## src/rtl/ram_bist_if.sv

```systemverilog
// RAM-side bus between the BIST controller and a single-port synchronous RAM.
// The controller is the master: it drives address, write enable and write data.
interface ram_bist_if #(
    parameter int DATA_WIDTH = 8,
    parameter int ADDR_WIDTH = 8
);
    logic                  mem_we;
    logic [ADDR_WIDTH-1:0] mem_addr;
    logic [DATA_WIDTH-1:0] mem_wdata;
    logic [DATA_WIDTH-1:0] mem_rdata;

    modport master (output mem_we, output mem_addr, output mem_wdata, input mem_rdata);
    modport slave  (input mem_we, input mem_addr, input mem_wdata, output mem_rdata);
endinterface

```

## src/rtl/ram_bist_ctrl.sv

```systemverilog
// Two-pass write/read-back march BIST for a single-port synchronous RAM.
// Reports pass/fail, a saturating error count and first-miscompare details.
module ram_bist_ctrl #(
    parameter int DATA_WIDTH = 8,
    parameter int ADDR_WIDTH = 8,
    parameter int RD_LATENCY = 1
) (
    input  logic                  clk,
    input  logic                  rst_n,
    input  logic                  start,
    input  logic [DATA_WIDTH-1:0] seed,
    ram_bist_if.master            ram,
    output logic                  busy,
    output logic                  done,
    output logic                  fail,
    output logic [ADDR_WIDTH+1:0] err_count,
    output logic [ADDR_WIDTH-1:0] fail_addr,
    output logic [DATA_WIDTH-1:0] fail_exp,
    output logic [DATA_WIDTH-1:0] fail_got
);
    localparam int                  CW         = ADDR_WIDTH + 2;
    localparam logic [ADDR_WIDTH-1:0] ADDR_MAX = {ADDR_WIDTH{1'b1}};
    localparam logic [CW-1:0]       ERR_MAX    = {CW{1'b1}};
    localparam logic [2:0]          DRAIN_LAST = 3'(RD_LATENCY - 1);

    localparam logic [2:0] ST_IDLE = 3'd0;
    localparam logic [2:0] ST_W0   = 3'd1;
    localparam logic [2:0] ST_R0   = 3'd2;
    localparam logic [2:0] ST_D0   = 3'd3;
    localparam logic [2:0] ST_W1   = 3'd4;
    localparam logic [2:0] ST_R1   = 3'd5;
    localparam logic [2:0] ST_D1   = 3'd6;
    localparam logic [2:0] ST_DONE = 3'd7;

    // Address zero-extended/truncated to the word width, XOR seed, inverted on pass 1.
    function automatic logic [DATA_WIDTH-1:0] pattern(input logic [ADDR_WIDTH-1:0] a,
                                                      input logic [DATA_WIDTH-1:0] s,
                                                      input logic                  inv);
        logic [DATA_WIDTH+ADDR_WIDTH-1:0] wide;
        logic [DATA_WIDTH-1:0]            p;
        wide = {{DATA_WIDTH{1'b0}}, a};
        p    = wide[DATA_WIDTH-1:0] ^ s;
        return inv ? ~p : p;
    endfunction

    logic [2:0]            st_r, st_s;
    logic [ADDR_WIDTH-1:0] addr_r, addr_s;
    logic [2:0]            drain_r, drain_s;
    logic                  accept_s, wr_s, rd_s, inv_s, miss_s;
    logic [DATA_WIDTH-1:0] seed_q_r, seed_s, pat_s;

    logic                  mem_we_r, rd_r, busy_r, done_r, fail_r;
    logic [ADDR_WIDTH-1:0] mem_addr_r, fail_addr_r;
    logic [DATA_WIDTH-1:0] mem_wdata_r, exp_r, fail_exp_r, fail_got_r;
    logic [CW-1:0]         err_count_r;

    logic [RD_LATENCY-1:0] pv_r;
    logic [ADDR_WIDTH-1:0] pa_r [RD_LATENCY];
    logic [DATA_WIDTH-1:0] pe_r [RD_LATENCY];

    // Next-state, address counter and drain counter.
    always_comb begin
        st_s     = st_r;
        addr_s   = addr_r;
        drain_s  = drain_r;
        accept_s = 1'b0;
        case (st_r)
            ST_IDLE: begin
                if (start) begin
                    accept_s = 1'b1;
                    st_s     = ST_W0;
                    addr_s   = '0;
                end else begin
                    st_s = ST_IDLE;
                end
            end
            ST_W0, ST_R0, ST_W1, ST_R1: begin
                if (addr_r == ADDR_MAX) begin
                    st_s    = st_r + 3'd1;
                    addr_s  = '0;
                    drain_s = 3'd0;
                end else begin
                    addr_s = addr_r + ADDR_WIDTH'(1'b1);
                end
            end
            ST_D0, ST_D1: begin
                if (drain_r == DRAIN_LAST) begin
                    st_s = st_r + 3'd1;
                end else begin
                    drain_s = drain_r + 3'd1;
                end
            end
            ST_DONE: st_s = ST_IDLE;
            default: st_s = ST_IDLE;
        endcase
    end

    // Bus values for the upcoming cycle, so every output can be registered.
    always_comb begin
        seed_s = accept_s ? seed : seed_q_r;
        wr_s   = (st_s == ST_W0) || (st_s == ST_W1);
        rd_s   = (st_s == ST_R0) || (st_s == ST_R1);
        inv_s  = (st_s == ST_W1) || (st_s == ST_R1);
        pat_s  = pattern(addr_s, seed_s, inv_s);
        miss_s = pv_r[RD_LATENCY-1] && (ram.mem_rdata != pe_r[RD_LATENCY-1]);
    end

    // FSM state and registered RAM bus / status outputs.
    always_ff @(posedge clk or negedge rst_n) begin
        if (!rst_n) begin
            st_r        <= ST_IDLE;
            addr_r      <= '0;
            drain_r     <= 3'd0;
            mem_we_r    <= 1'b0;
            mem_addr_r  <= '0;
            mem_wdata_r <= '0;
            rd_r        <= 1'b0;
            exp_r       <= '0;
            busy_r      <= 1'b0;
            done_r      <= 1'b0;
        end else begin
            st_r        <= st_s;
            addr_r      <= addr_s;
            drain_r     <= drain_s;
            mem_we_r    <= wr_s;
            mem_addr_r  <= addr_s;
            mem_wdata_r <= wr_s ? pat_s : '0;
            rd_r        <= rd_s;
            exp_r       <= rd_s ? pat_s : '0;
            busy_r      <= (st_s != ST_IDLE) && (st_s != ST_DONE);
            done_r      <= (st_s == ST_DONE);
        end
    end

    // Read-alignment pipe: stage RD_LATENCY-1 lines up with mem_rdata.
    always_ff @(posedge clk or negedge rst_n) begin
        if (!rst_n) begin
            pv_r <= '0;
            for (int i = 0; i < RD_LATENCY; i++) begin
                pa_r[i] <= '0;
                pe_r[i] <= '0;
            end
        end else begin
            pv_r[0] <= rd_r;
            pa_r[0] <= mem_addr_r;
            pe_r[0] <= exp_r;
            for (int i = 1; i < RD_LATENCY; i++) begin
                pv_r[i] <= pv_r[i-1];
                pa_r[i] <= pa_r[i-1];
                pe_r[i] <= pe_r[i-1];
            end
        end
    end

    // Seed capture and result bookkeeping; a new start clears the previous results.
    always_ff @(posedge clk or negedge rst_n) begin
        if (!rst_n) begin
            seed_q_r    <= '0;
            fail_r      <= 1'b0;
            err_count_r <= '0;
            fail_addr_r <= '0;
            fail_exp_r  <= '0;
            fail_got_r  <= '0;
        end else if (accept_s) begin
            seed_q_r    <= seed;
            fail_r      <= 1'b0;
            err_count_r <= '0;
            fail_addr_r <= '0;
            fail_exp_r  <= '0;
            fail_got_r  <= '0;
        end else if (miss_s) begin
            fail_r <= 1'b1;
            if (err_count_r == '0) begin
                fail_addr_r <= pa_r[RD_LATENCY-1];
                fail_exp_r  <= pe_r[RD_LATENCY-1];
                fail_got_r  <= ram.mem_rdata;
            end
            if (err_count_r != ERR_MAX) begin
                err_count_r <= err_count_r + CW'(1'b1);
            end
        end
    end

    assign ram.mem_we    = mem_we_r;
    assign ram.mem_addr  = mem_addr_r;
    assign ram.mem_wdata = mem_wdata_r;
    assign busy          = busy_r;
    assign done          = done_r;
    assign fail          = fail_r;
    assign err_count     = err_count_r;
    assign fail_addr     = fail_addr_r;
    assign fail_exp      = fail_exp_r;
    assign fail_got      = fail_got_r;
endmodule

```

## src/flat_wrapper.sv

```systemverilog
// flat-port wrapper written by rule: the top's interface ports become plain ports
module ram_bist_ctrl_flat 
#(
    parameter int DATA_WIDTH = 8,
    parameter int ADDR_WIDTH = 8,
    parameter int RD_LATENCY = 1
)
  (clk, rst_n, start, seed, busy, done, fail, err_count, fail_addr, fail_exp, fail_got, ram_mem_we, ram_mem_addr, ram_mem_wdata, ram_mem_rdata);
  ram_bist_if #(.DATA_WIDTH(DATA_WIDTH), .ADDR_WIDTH(ADDR_WIDTH)) ram_i ();
  input  logic clk;
  input  logic rst_n;
  input  logic start;
  input  logic [DATA_WIDTH-1:0] seed;
  output logic busy;
  output logic done;
  output logic fail;
  output logic [ADDR_WIDTH+1:0] err_count;
  output logic [ADDR_WIDTH-1:0] fail_addr;
  output logic [DATA_WIDTH-1:0] fail_exp;
  output logic [DATA_WIDTH-1:0] fail_got;
  output wire logic [$bits(ram_i.mem_we)-1:0] ram_mem_we;
  output wire logic [$bits(ram_i.mem_addr)-1:0] ram_mem_addr;
  output wire logic [$bits(ram_i.mem_wdata)-1:0] ram_mem_wdata;
  input wire logic [$bits(ram_i.mem_rdata)-1:0] ram_mem_rdata;
  assign ram_mem_we = ram_i.mem_we;
  assign ram_mem_addr = ram_i.mem_addr;
  assign ram_mem_wdata = ram_i.mem_wdata;
  assign ram_i.mem_rdata = ram_mem_rdata;
  ram_bist_ctrl #(.DATA_WIDTH(DATA_WIDTH), .ADDR_WIDTH(ADDR_WIDTH), .RD_LATENCY(RD_LATENCY)) u_core (.clk(clk), .rst_n(rst_n), .start(start), .seed(seed), .ram(ram_i), .busy(busy), .done(done), .fail(fail), .err_count(err_count), .fail_addr(fail_addr), .fail_exp(fail_exp), .fail_got(fail_got));
endmodule
```

## config.mk

```make
export PLATFORM = sky130hd
export DESIGN_NAME = ram_bist_ctrl_flat
export DESIGN_NICKNAME = d
export VERILOG_FILES = /design/src/rtl/ram_bist_if.sv /design/src/rtl/ram_bist_ctrl.sv /design/src/flat_wrapper.sv
export SDC_FILE = /design/constraint.sdc
export NUM_CORES = 1
export LEC_CHECK = 0
export BUFFER_PORTS_ARGS = -buffer_cell sky130_fd_sc_hd__buf_2
export CAP_MARGIN = 20
export CORE_UTILIZATION = 30
export CTS_CLUSTER_DIAMETER = 60
export DETAILED_ROUTE_END_ITERATION = 12
export GPL_TIMING_DRIVEN = 1
export HOLD_SLACK_MARGIN = 0.15
export PLACE_DENSITY = 0.52
export SLEW_MARGIN = 10
export SYNTH_ARGS = -nofsm -noshare
export SYNTH_HDL_FRONTEND = slang
export SYNTH_SLANG_ARGS = --single-unit
```

## constraint.sdc

```tcl
create_clock -name clk -period 2.05 [get_ports clk]
set_input_delay 0.41 -clock clk [delete_from_list [all_inputs] [get_ports clk]]
set_output_delay 0.41 -clock clk [all_outputs]
set_load 0.01 [all_outputs]
```

After elaboration in Yosys (flattened, before gate mapping)
Index checks and enable logic that the tools add are counted.
{"block": "totals", "regBits": 94, "latchBits": 0, "ramBits": 0, "rom_bits": 0, "input_bits": 19, "out_inout_bits": 54, "elab_cells": 90, "memories": 0}
{"block": "op_classes", "add_sub_neg": 4, "n_mul": 0, "div_mod_pow": 0, "magnitude_cmp": 0, "eq_ne": 18, "n_shift": 0, "mux": 30, "n_bitwise": 2, "n_reduce_logical": 18}
{"operator": "2-to-1 mux 8 bit", "count": 15}
{"operator": "2-to-1 mux 10 bit", "count": 3}
{"operator": "equality test 3 bit (second input constant)", "count": 7}
{"operator": "one-hot mux 8 bit (2 select lines)", "count": 1}
{"operator": "2-to-1 mux 3 bit", "count": 4}
{"operator": "one-hot mux 3 bit (4 select lines)", "count": 1}
{"operator": "adder 10 x 1 -> 10 bit (second input constant)", "count": 1}
{"operator": "zero test 10 bit", "count": 1}
{"operator": "!= test 10 bit (second input constant)", "count": 1}
{"operator": "equality test 3 x 2 -> 1 bit (second input constant)", "count": 3}
{"operator": "adder 8 x 1 -> 8 bit (second input constant)", "count": 1}
{"operator": "equality test 8 bit (second input constant)", "count": 1}
{"operator": "!= test 8 bit", "count": 1}
{"operator": "inverter 8 bit", "count": 1}
{"operator": "nonzero test 2 bit", "count": 4}
{"operator": "bitwise XOR 8 bit", "count": 1}
{"operator": "adder 3 x 1 -> 3 bit (second input constant)", "count": 2}
{"operator": "equality test 3 x 1 -> 1 bit (second input constant)", "count": 2}
{"operator": "zero test 3 bit", "count": 2}
{"operator": "one-hot mux 3 bit (2 select lines)", "count": 1}
{"operator": "2-to-1 mux 1 bit", "count": 5}
{"operator": "AND reduction 2 bit", "count": 2}
{"operator": "OR reduction 4 bit", "count": 1}
{"operator": "logical OR 1 bit", "count": 3}
{"operator": "other kinds (7)", "count": 8}

Logic depth before layout (Yosys ltp)
Gate-level depths: netlist of run 1.
{"block": "logic_depth", "ltp_word": 7, "mapped_depth": 9, "mapped_depth_nobuf": 9}

Least setup slack after synthesis of run 1
No wires, ideal clock.
{"block": "synth_timing", "kind": "flip-flop to flip-flop", "start": "register u_core.st_r[0]", "end": "register u_core.exp_r[0]", "setup_time_ps": 81, "arrival_time_ps": 2111, "t_required_ps": 1969, "slack_ps": -141, "path_stages_with_launch": 10, "path_buffers": 1, "period_less_slack_ps": 2191, "path_cell_list": "dfrtp_1 > inv_1 > ha_1 > or3_1 > o211ai_2 > a22o_4 > a21oi_2 > or3_1 > buf_6 > mux2i_1"}
{"block": "synth_via", "elab_chain_len": 7, "elab_cells_between_ends": 26, "classes_between": "add/sub (1); eq/ne (10); mux (8); bitwise (2); reduce/logical (5)"}
{"element": "start, declared", "line_no": "ram_bist_ctrl.sv:46", "rtl": "logic [2:0] st_r, st_s;"}
{"element": "start signal, assigned", "line_no": "ram_bist_ctrl.sv:122", "rtl": "st_r <= st_s;"}
{"element": "adder 3 x 1 -> 3 bit (tied with other cells)", "line_no": "ram_bist_ctrl.sv:79, ram_bist_ctrl.sv:88"}
{"element": "2-to-1 mux 3 bit (tied with other cells)", "line_no": "ram_bist_ctrl.sv:87", "rtl": "if (drain_r == DRAIN_LAST) begin"}
{"element": "one-hot mux 3 bit (4 select lines) *", "line_no": "ram_bist_ctrl.sv:67", "rtl": "case (st_r)"}
{"element": "named net u_core.st_s[0]", "line_no": "ram_bist_ctrl.sv:46"}
{"element": "equality test 3 bit, on equally long branches", "line_no": "ram_bist_ctrl.sv:103, ram_bist_ctrl.sv:102"}
{"element": "logical OR 1 bit", "line_no": "ram_bist_ctrl.sv:103", "rtl": "inv_s = (st_s == ST_W1) || (st_s == ST_R1);"}
{"element": "2-to-1 mux 8 bit", "line_no": "ram_bist_ctrl.sv:43", "rtl": "return inv ? ~p : p;"}
{"element": "2-to-1 mux 8 bit *", "line_no": "ram_bist_ctrl.sv:129", "rtl": "exp_r <= rd_s ? pat_s : '0;"}
{"element": "end signal, assigned", "line_no": "ram_bist_ctrl.sv:129"}
{"element": "end, declared", "line_no": "ram_bist_ctrl.sv:54", "rtl": "logic [DATA_WIDTH-1:0] mem_wdata_r, exp_r, fail_exp_r, fail_got_r;"}
The timed path passes the listed nets; every way through them passes the cells marked *.
A chain may end at the register's enable or synchronous reset.

Worst setup path in the final report of run 1
{"block": "layout_timing", "start": "register u_core.st_r[0]", "end": "register u_core.exp_r[2]"}
Same word-level chain as after synthesis.

==> impl_metrics.env, run 1 <==
export IMPL_worst_slew_margin_rel=0.659
export IMPL_totalWireLength_um=10900
export IMPL_clockRootBuffer="sky130_fd_sc_hd__clkbuf_16"
export IMPL_grt_max_degree=47
export IMPL_postSynthNetCount=384
export IMPL_hold_path_endpoint="u_core.fail_got[5]"
export IMPL_cap_viol_max_count=0
export IMPL_grt_pass1_vias=3346
export IMPL_avgSynthCellArea_um2=11.8
export IMPL_crit_slowest_cell="sky130_fd_sc_hd__dfrtp_2"
export IMPL_grt_antenna_before_repair=0
export IMPL_grt_use_total=0.162
export IMPL_initial_utilization=0.311
export IMPL_critPathBufInv=1
export IMPL_critPathMaxStageDelay_ns=0.44
export IMPL_cp_required_ns=2.30
export IMPL_critical_path_reg2reg_endpoint="u_core.exp_r[2]"
export IMPL_syn_cell_area_um2=4190
export IMPL_multi_input_area_um2=2010
export IMPL_hp_start="ram_mem_rdata[5]"
export IMPL_postSynth_asyncResetShare=1.00
export IMPL_cellLeakagePower_nw=2.93
export IMPL_clk_insertion_delay_late_ns=0.35
export IMPL_drt_pass1_iter_count=4
export IMPL_portion_of_synthesized_cell_area_occupied_by_the_leading_cell_type=0.561
export IMPL_synth_cell_types=59
export IMPL_dp_hpwl_um=7920
export IMPL_syn_instance_count=355
export IMPL_timing_worst_slew_pin_value_ns=0.511
export IMPL_postSynthRegisterBits=94
export IMPL_io_buffers=72
export IMPL_final_cell_area_um2=5980
export IMPL_clock_skew_ns=0.00620
export IMPL_holdPathStages=2
export IMPL_antennaDiodeCount=0
export IMPL_antenna_left=0
export IMPL_max_vdd_ir_drop_mv=0.601
export IMPL_largest_buffer_count_on_any_clock_path=2
export IMPL_die_height_um=120
export IMPL_placement_cell_area_um2=5290
export IMPL_post_route_util=0.444
export IMPL_crit_family="simple AND/OR/NAND/NOR gates"
export IMPL_critical_path_cell_chain="inv_4, ha_4, or3_4, o211ai_4, a22o_4, a21oi_4, or3_4, mux2i_2"
export IMPL_synthDominantAreaCellType="sky130_fd_sc_hd__dfrtp_1"
export IMPL_synth_top_area_cells="sky130_fd_sc_hd__dfrtp_1, sky130_fd_sc_hd__a22o_1, sky130_fd_sc_hd__mux2i_1"
export IMPL_grt_first_pass_wirelength_um=17700
export IMPL_register_area_um2=2360
export IMPL_synth_warnings=0
export IMPL_timing_critical_path_from_type="flop"
export IMPL_tritoncts_clock_tree="yes"
export IMPL_p_total_mw=6.96
export IMPL_violations_in_the_final_reports="negative setup slack"
export IMPL_path_clk_slew_ns=0.06
export IMPL_post_placement_cell_count=655
export IMPL_achievable_frequency_mhz=448
export IMPL_overflow=0
export IMPL_worstPathMaxFanout=7
export IMPL_final_hold_fails=0
export IMPL_die_width_um=120
export IMPL_die_area_um2=14400
export IMPL_areaGrowthSynthToFinish_pct=42.7
export IMPL_layout_fillers=1258
export IMPL_number_of_enable_flip_flop_cells_after_synthesis=0
export IMPL_synth_most_common_cell="sky130_fd_sc_hd__dfrtp_1"
export IMPL_ys_top_cells_by_count="sky130_fd_sc_hd__dfrtp_1, sky130_fd_sc_hd__nand2_1, sky130_fd_sc_hd__a22o_1, sky130_fd_sc_hd__nor2_1, sky130_fd_sc_hd__mux2i_1"
export IMPL_run_status="finished with violations"
export IMPL_crit_arrival_ns=2.49
export IMPL_finalWorstSetupSlack_ns=-0.183
export IMPL_ioPinCount=73
export IMPL_ys_seq_area_frac=0.561
export IMPL_post_layout_nonfiller_instances=689
export IMPL_worst_path_most_repeated_cell="sky130_fd_sc_hd__or3_4"
export IMPL_power_per_cell_area_nw_per_um2=1160
export IMPL_inserted_clock_buffers=9
export IMPL_reg2reg_slack_ns=-0.18
export IMPL_ys_flop_type="sky130_fd_sc_hd__dfrtp_1"
export IMPL_row_count=42
export IMPL_via_total_after_detailed_routing=3264
export IMPL_cts_max_level=3
export IMPL_timing_rr_start="u_core.st_r[0]"
export IMPL_min_period_over_period=1.09
export IMPL_grt_setup_unrepaired="true"
export IMPL_timing_setup_tns_ns=-1.72
export IMPL_gp_routability_congestion=0.818
export IMPL_design_final_nets=537
export IMPL_viasPerCell=4.74
export IMPL_worst_hold_path_type="input pin to flop"
export IMPL_cts_sinks=94
export IMPL_worstSetupPathType="flop to flop"
export IMPL_hold_slack_ns=0.306
export IMPL_drc_errors=0
export IMPL_min_period_ns=2.23
export IMPL_r2r_cells=8
export IMPL_dp_worst_setup_slack_ns=-0.259
export IMPL_detailedRoute_firstIterationViolations=143
export IMPL_wire_per_inst_um=15.9
export IMPL_layout_drive_gt1_share=0.458
export IMPL_worst_setup_path_end_kind="flop"
export IMPL_finalMaxSlewViolations=0
export IMPL_fp_coreArea_um2=13500
export IMPL_finalSetupViolations=18
==> timing repair <==
item,in CTS,in global routing
hold buffers,1,0
cloned,1,0
hold endpoints to repair,25,0
resized for setup,33,25
pin swaps,11,19
setup endpoints to repair,43,39
setup buffers,10,7
==> sequential cells by signal (all words and copies together), names as in the netlist, 3 cells and up <==
signal and cells:
u_core.exp_r 8, u_core.pe_r 8, u_core.st_r 3, u_core.addr_r 8, u_core.pa_r 8, u_core.ram.mem_wdata 8, u_core.drain_r 3, u_core.fail_addr 8
u_core.seed_q_r 8, u_core.fail_exp 8, u_core.fail_got 8, u_core.err_count 10
==> final cells by class <==
cell class	count	share of cell area
clock buffers	12	0.0412
clock inverters	4	0.00921
inverters	13	0.00900
multi-input cells	238	0.336
flip-flops and latches	94	0.395
well taps	176	0.0368
repair buffers	152	0.173
==> where the power goes <==
part           internal [mW]  leakage (nW)  switching, mW
logic                   1.54          1.53           1.46
clock network          0.986         0.143          0.709
registers               2.13          1.26          0.141
total                   4.65          2.93           2.31
==> worst register-to-register path, cell delays in order, from the launching register on <==
cell and delay, ns:
sky130_fd_sc_hd__dfrtp_2 0.44, sky130_fd_sc_hd__inv_4 0.07, sky130_fd_sc_hd__ha_4 0.19, sky130_fd_sc_hd__or3_4 0.42
sky130_fd_sc_hd__o211ai_4 0.12, sky130_fd_sc_hd__a22o_4 0.18, sky130_fd_sc_hd__a21oi_4 0.07, sky130_fd_sc_hd__or3_4 0.44
sky130_fd_sc_hd__mux2i_2 0.20
==> how the worst max path moves through the flow <==
stage | startpoint | endpoint | slack, ns | depth (start not counted)
floorplan | u_core.st_r[1] | u_core.exp_r[0] | 0.02 | 9
global placement | u_core.st_r[2] | u_core.exp_r[2] | -0.29 | 6
detailed placement | u_core.st_r[0] | u_core.exp_r[2] | -0.26 | 8
CTS | u_core.st_r[0] | u_core.exp_r[3] | -0.14 | 10
global route | u_core.st_r[0] | u_core.exp_r[3] | -0.28 | 10
finish | u_core.st_r[0] | u_core.exp_r[2] | -0.18 | 8
==> metal layers <==
metal | global-route usage | routed length [um] | up-vias
met5 | 0 | 0 | -
met4 | 0.0414 | 123 | 0
met3 | 0.0448 | 437 | 9
met2 | 0.268 | 5410 | 73
met1 | 0.209 | 4950 | 1594
li1 | - | - | 1588
==> cells in the final DEF, fill, tap and decap left out, types with 3 or more instances in the layout <==
cell type                   instances
sky130_fd_sc_hd__ha_1               5
sky130_fd_sc_hd__dfrtp_1           88
sky130_fd_sc_hd__nor3_2             3
sky130_fd_sc_hd__o21ai_0            6
sky130_fd_sc_hd__a21oi_1            9
sky130_fd_sc_hd__buf_6              9
sky130_fd_sc_hd__nor2_2             5
sky130_fd_sc_hd__dfrtp_2            6
sky130_fd_sc_hd__a22o_1            25
sky130_fd_sc_hd__mux2i_1           15
sky130_fd_sc_hd__nand4_1            4
sky130_fd_sc_hd__o21ai_1            5
sky130_fd_sc_hd__xnor2_1           16
sky130_fd_sc_hd__nor2_1            19
sky130_fd_sc_hd__buf_12             3
sky130_fd_sc_hd__inv_1              9
sky130_fd_sc_hd__nor4_1             6
sky130_fd_sc_hd__nand2_1           28
sky130_fd_sc_hd__mux2_2             4
sky130_fd_sc_hd__nand3_1            8
sky130_fd_sc_hd__clkbuf_16          9
sky130_fd_sc_hd__xor2_2             3
sky130_fd_sc_hd__or3_4              3
sky130_fd_sc_hd__nor3_1             5
sky130_fd_sc_hd__ha_4               4
sky130_fd_sc_hd__o21ai_2            3
sky130_fd_sc_hd__buf_2             71
sky130_fd_sc_hd__buf_4             68
==> cell families after synthesis <==
logic type,after synthesis,synth area share
and+or+nand+nor,110,0.140
AOI/OAI and AO/OA,73,0.142
adders and majority gates,10,0.0299
DFF,94,0.561
buffers and inverters,24,0.0275
xor gates and xnor gates,22,0.0460
muxes,22,0.0537
(Power assumes the default switching activity.)
==> run 2, diff against run 1 <==
Settings changed: SKIP_LAST_GASP set to 1.
==> impl_metrics.env, run 2 (synthesis gave the netlist of run 1 again) <==
export IMPL_min_period_over_period=1.09
export IMPL_drt_pass1_iter_count=4
export IMPL_grt_use_total=0.162
export IMPL_antennaDiodeCount=0
export IMPL_max_vdd_ir_drop_mv=0.572
export IMPL_worst_setup_path_end_kind="flop"
export IMPL_post_layout_nonfiller_instances=689
export IMPL_clock_skew_ns=0.00501
export IMPL_hold_slack_ns=0.307
export IMPL_cellLeakagePower_nw=2.93
export IMPL_finalWorstSetupSlack_ns=-0.182
export IMPL_dp_worst_setup_slack_ns=-0.259
export IMPL_grt_first_pass_wirelength_um=17700
export IMPL_inserted_clock_buffers=9
export IMPL_tritoncts_clock_tree="yes"
export IMPL_io_buffers=72
export IMPL_cts_max_level=3
export IMPL_die_height_um=120
export IMPL_final_hold_fails=0
export IMPL_post_placement_cell_count=655
export IMPL_run_status="finished with violations"
export IMPL_die_width_um=120
export IMPL_grt_max_degree=47
export IMPL_worstSetupPathType="flop to flop"
export IMPL_timing_critical_path_from_type="flop"
export IMPL_layout_drive_gt1_share=0.458
export IMPL_layout_commonest_cell="sky130_fd_sc_hd__dfrtp_1"
export IMPL_row_count=42
export IMPL_dp_hpwl_um=7920
export IMPL_largest_buffer_count_on_any_clock_path=2
export IMPL_clockRootBuffer="sky130_fd_sc_hd__clkbuf_16"
export IMPL_finalMaxSlewViolations=0
export IMPL_drc_errors=0
export IMPL_placement_cell_area_um2=5290
export IMPL_overflow=0
export IMPL_cp_required_ns=2.30
export IMPL_grt_antenna_before_repair=0
export IMPL_ioPinCount=73
export IMPL_initial_utilization=0.311
export IMPL_cts_sinks=94
export IMPL_viasPerCell=4.76
export IMPL_finalSetupViolations=17
export IMPL_grt_pass1_vias=3346
export IMPL_die_area_um2=14400
export IMPL_totalWireLength_um=10900
export IMPL_crit_arrival_ns=2.48
export IMPL_clk_insertion_delay_late_ns=0.35
export IMPL_min_period_ns=2.23
export IMPL_power_per_cell_area_nw_per_um2=1160
export IMPL_worst_hold_path_type="input pin to flop"
export IMPL_timing_worst_slew_pin_value_ns=0.512
export IMPL_antenna_left=0
export IMPL_worstPathMaxFanout=7
export IMPL_violations_in_the_final_reports="negative setup slack"
export IMPL_via_total_after_detailed_routing=3279
export IMPL_wire_per_inst_um=15.8
export IMPL_final_cell_area_um2=5970
export IMPL_cap_viol_max_count=0
export IMPL_max_ffs_per_register=10
export IMPL_detailedRoute_firstIterationViolations=149
export IMPL_final_cell_mix="sky130_fd_sc_hd__dfrtp_1, sky130_fd_sc_hd__buf_2, sky130_fd_sc_hd__buf_4"
export IMPL_achievable_frequency_mhz=448
export IMPL_design_final_nets=537
export IMPL_path_clk_slew_ns=0.06
export IMPL_fp_coreArea_um2=13500
export IMPL_areaGrowthSynthToFinish_pct=42.4
export IMPL_grt_setup_unrepaired="true"
export IMPL_worst_slew_margin_rel=0.659
export IMPL_gp_routability_congestion=0.818
## run 2: cell counts in the layout (fill, tap and decap cells not counted)
Identical to the previous run, type by type.
## run 2: power by group
| part | total, mW | switching (mW) | internal [mW] |
|---|---|---|---|
| Clock | 1.69 | 0.707 | 0.986 |
| Combinational | 2.97 | 1.45 | 1.52 |
| Sequential | 2.26 | 0.139 | 2.13 |
## run 2: critical path, cell delays in order (launching register included)
cell,delay [ns]
sky130_fd_sc_hd__dfrtp_2,0.44
sky130_fd_sc_hd__inv_4,0.07
sky130_fd_sc_hd__ha_4,0.19
sky130_fd_sc_hd__or3_4,0.42
sky130_fd_sc_hd__o211ai_4,0.12
sky130_fd_sc_hd__a22o_4,0.18
sky130_fd_sc_hd__a21oi_4,0.07
sky130_fd_sc_hd__or3_4,0.44
sky130_fd_sc_hd__mux2i_2,0.21
## run 2: final timing paths
| path | slack (ns) | startpoint | cells after the start | endpoint |
|---|---|---|---|---|
| max | -0.18 | u_core.st_r[0] | 8 | u_core.exp_r[2] |
| min | 0.31 | ram_mem_rdata[5] | 2 | u_core.fail_got[5] |
| max reg2reg | -0.18 | u_core.st_r[0] | 8 | u_core.exp_r[2] |
| min reg2reg | 0.34 | u_core.exp_r[6] | 0 | u_core.pe_r[6] |
| max in group asynchronous | 0.89 | rst_n | 3 | u_core.fail_exp[5] |
| min in group asynchronous | 0.53 | rst_n | 2 | u_core.err_count[1] |
## run 2: area by class of cell
cell class,count,area (um^2)
inverters,13,53.8
well taps,176,220
flip-flops and latches,94,2360
clock inverters,4,55.1
multi-input cells,238,2010
repair buffers,152,1030
clock buffers,12,246
fillers,1262,7480
## run 2: routing by layer
metal | track usage | part of all wire | vias up
met3 | 0.0448 | 0.041 | 9
met2 | 0.268 | 0.50 | 72
li1 | - | - | 1589
met5 | 0 | 0 | -
met4 | 0.0414 | 0.011 | 0
met1 | 0.209 | 0.45 | 1609
## run 2: metrics by stage
| step | TNS [ns] | power (mW) | utilization |
|---|---|---|---|
| 6_report | -1.72 | 6.93 | 0.444 |
| 3_5_place_dp | -3.59 | 4.65 | 0.393 |
| 2_1_floorplan | 0 | 3.57 | - |
| 4_1_cts | -1.24 | 6.74 | 0.433 |
| 5_1_grt | -3.73 | 7.32 | 0.444 |
| 3_3_place_gp | -3.71 | 4.64 | 0.393 |
## run 2: what timing repair did
| action | 4_1_cts | 5_1_grt |
|---|---|---|
| pin swaps | 11 | 19 |
| cloned | 1 | 0 |
| resized for setup | 32 | 23 |
| endpoints found under the hold margin | 25 | 0 |
| hold buffers | 1 | 0 |
| setup buffers | 10 | 7 |
| endpoints found under the setup margin | 43 | 39 |
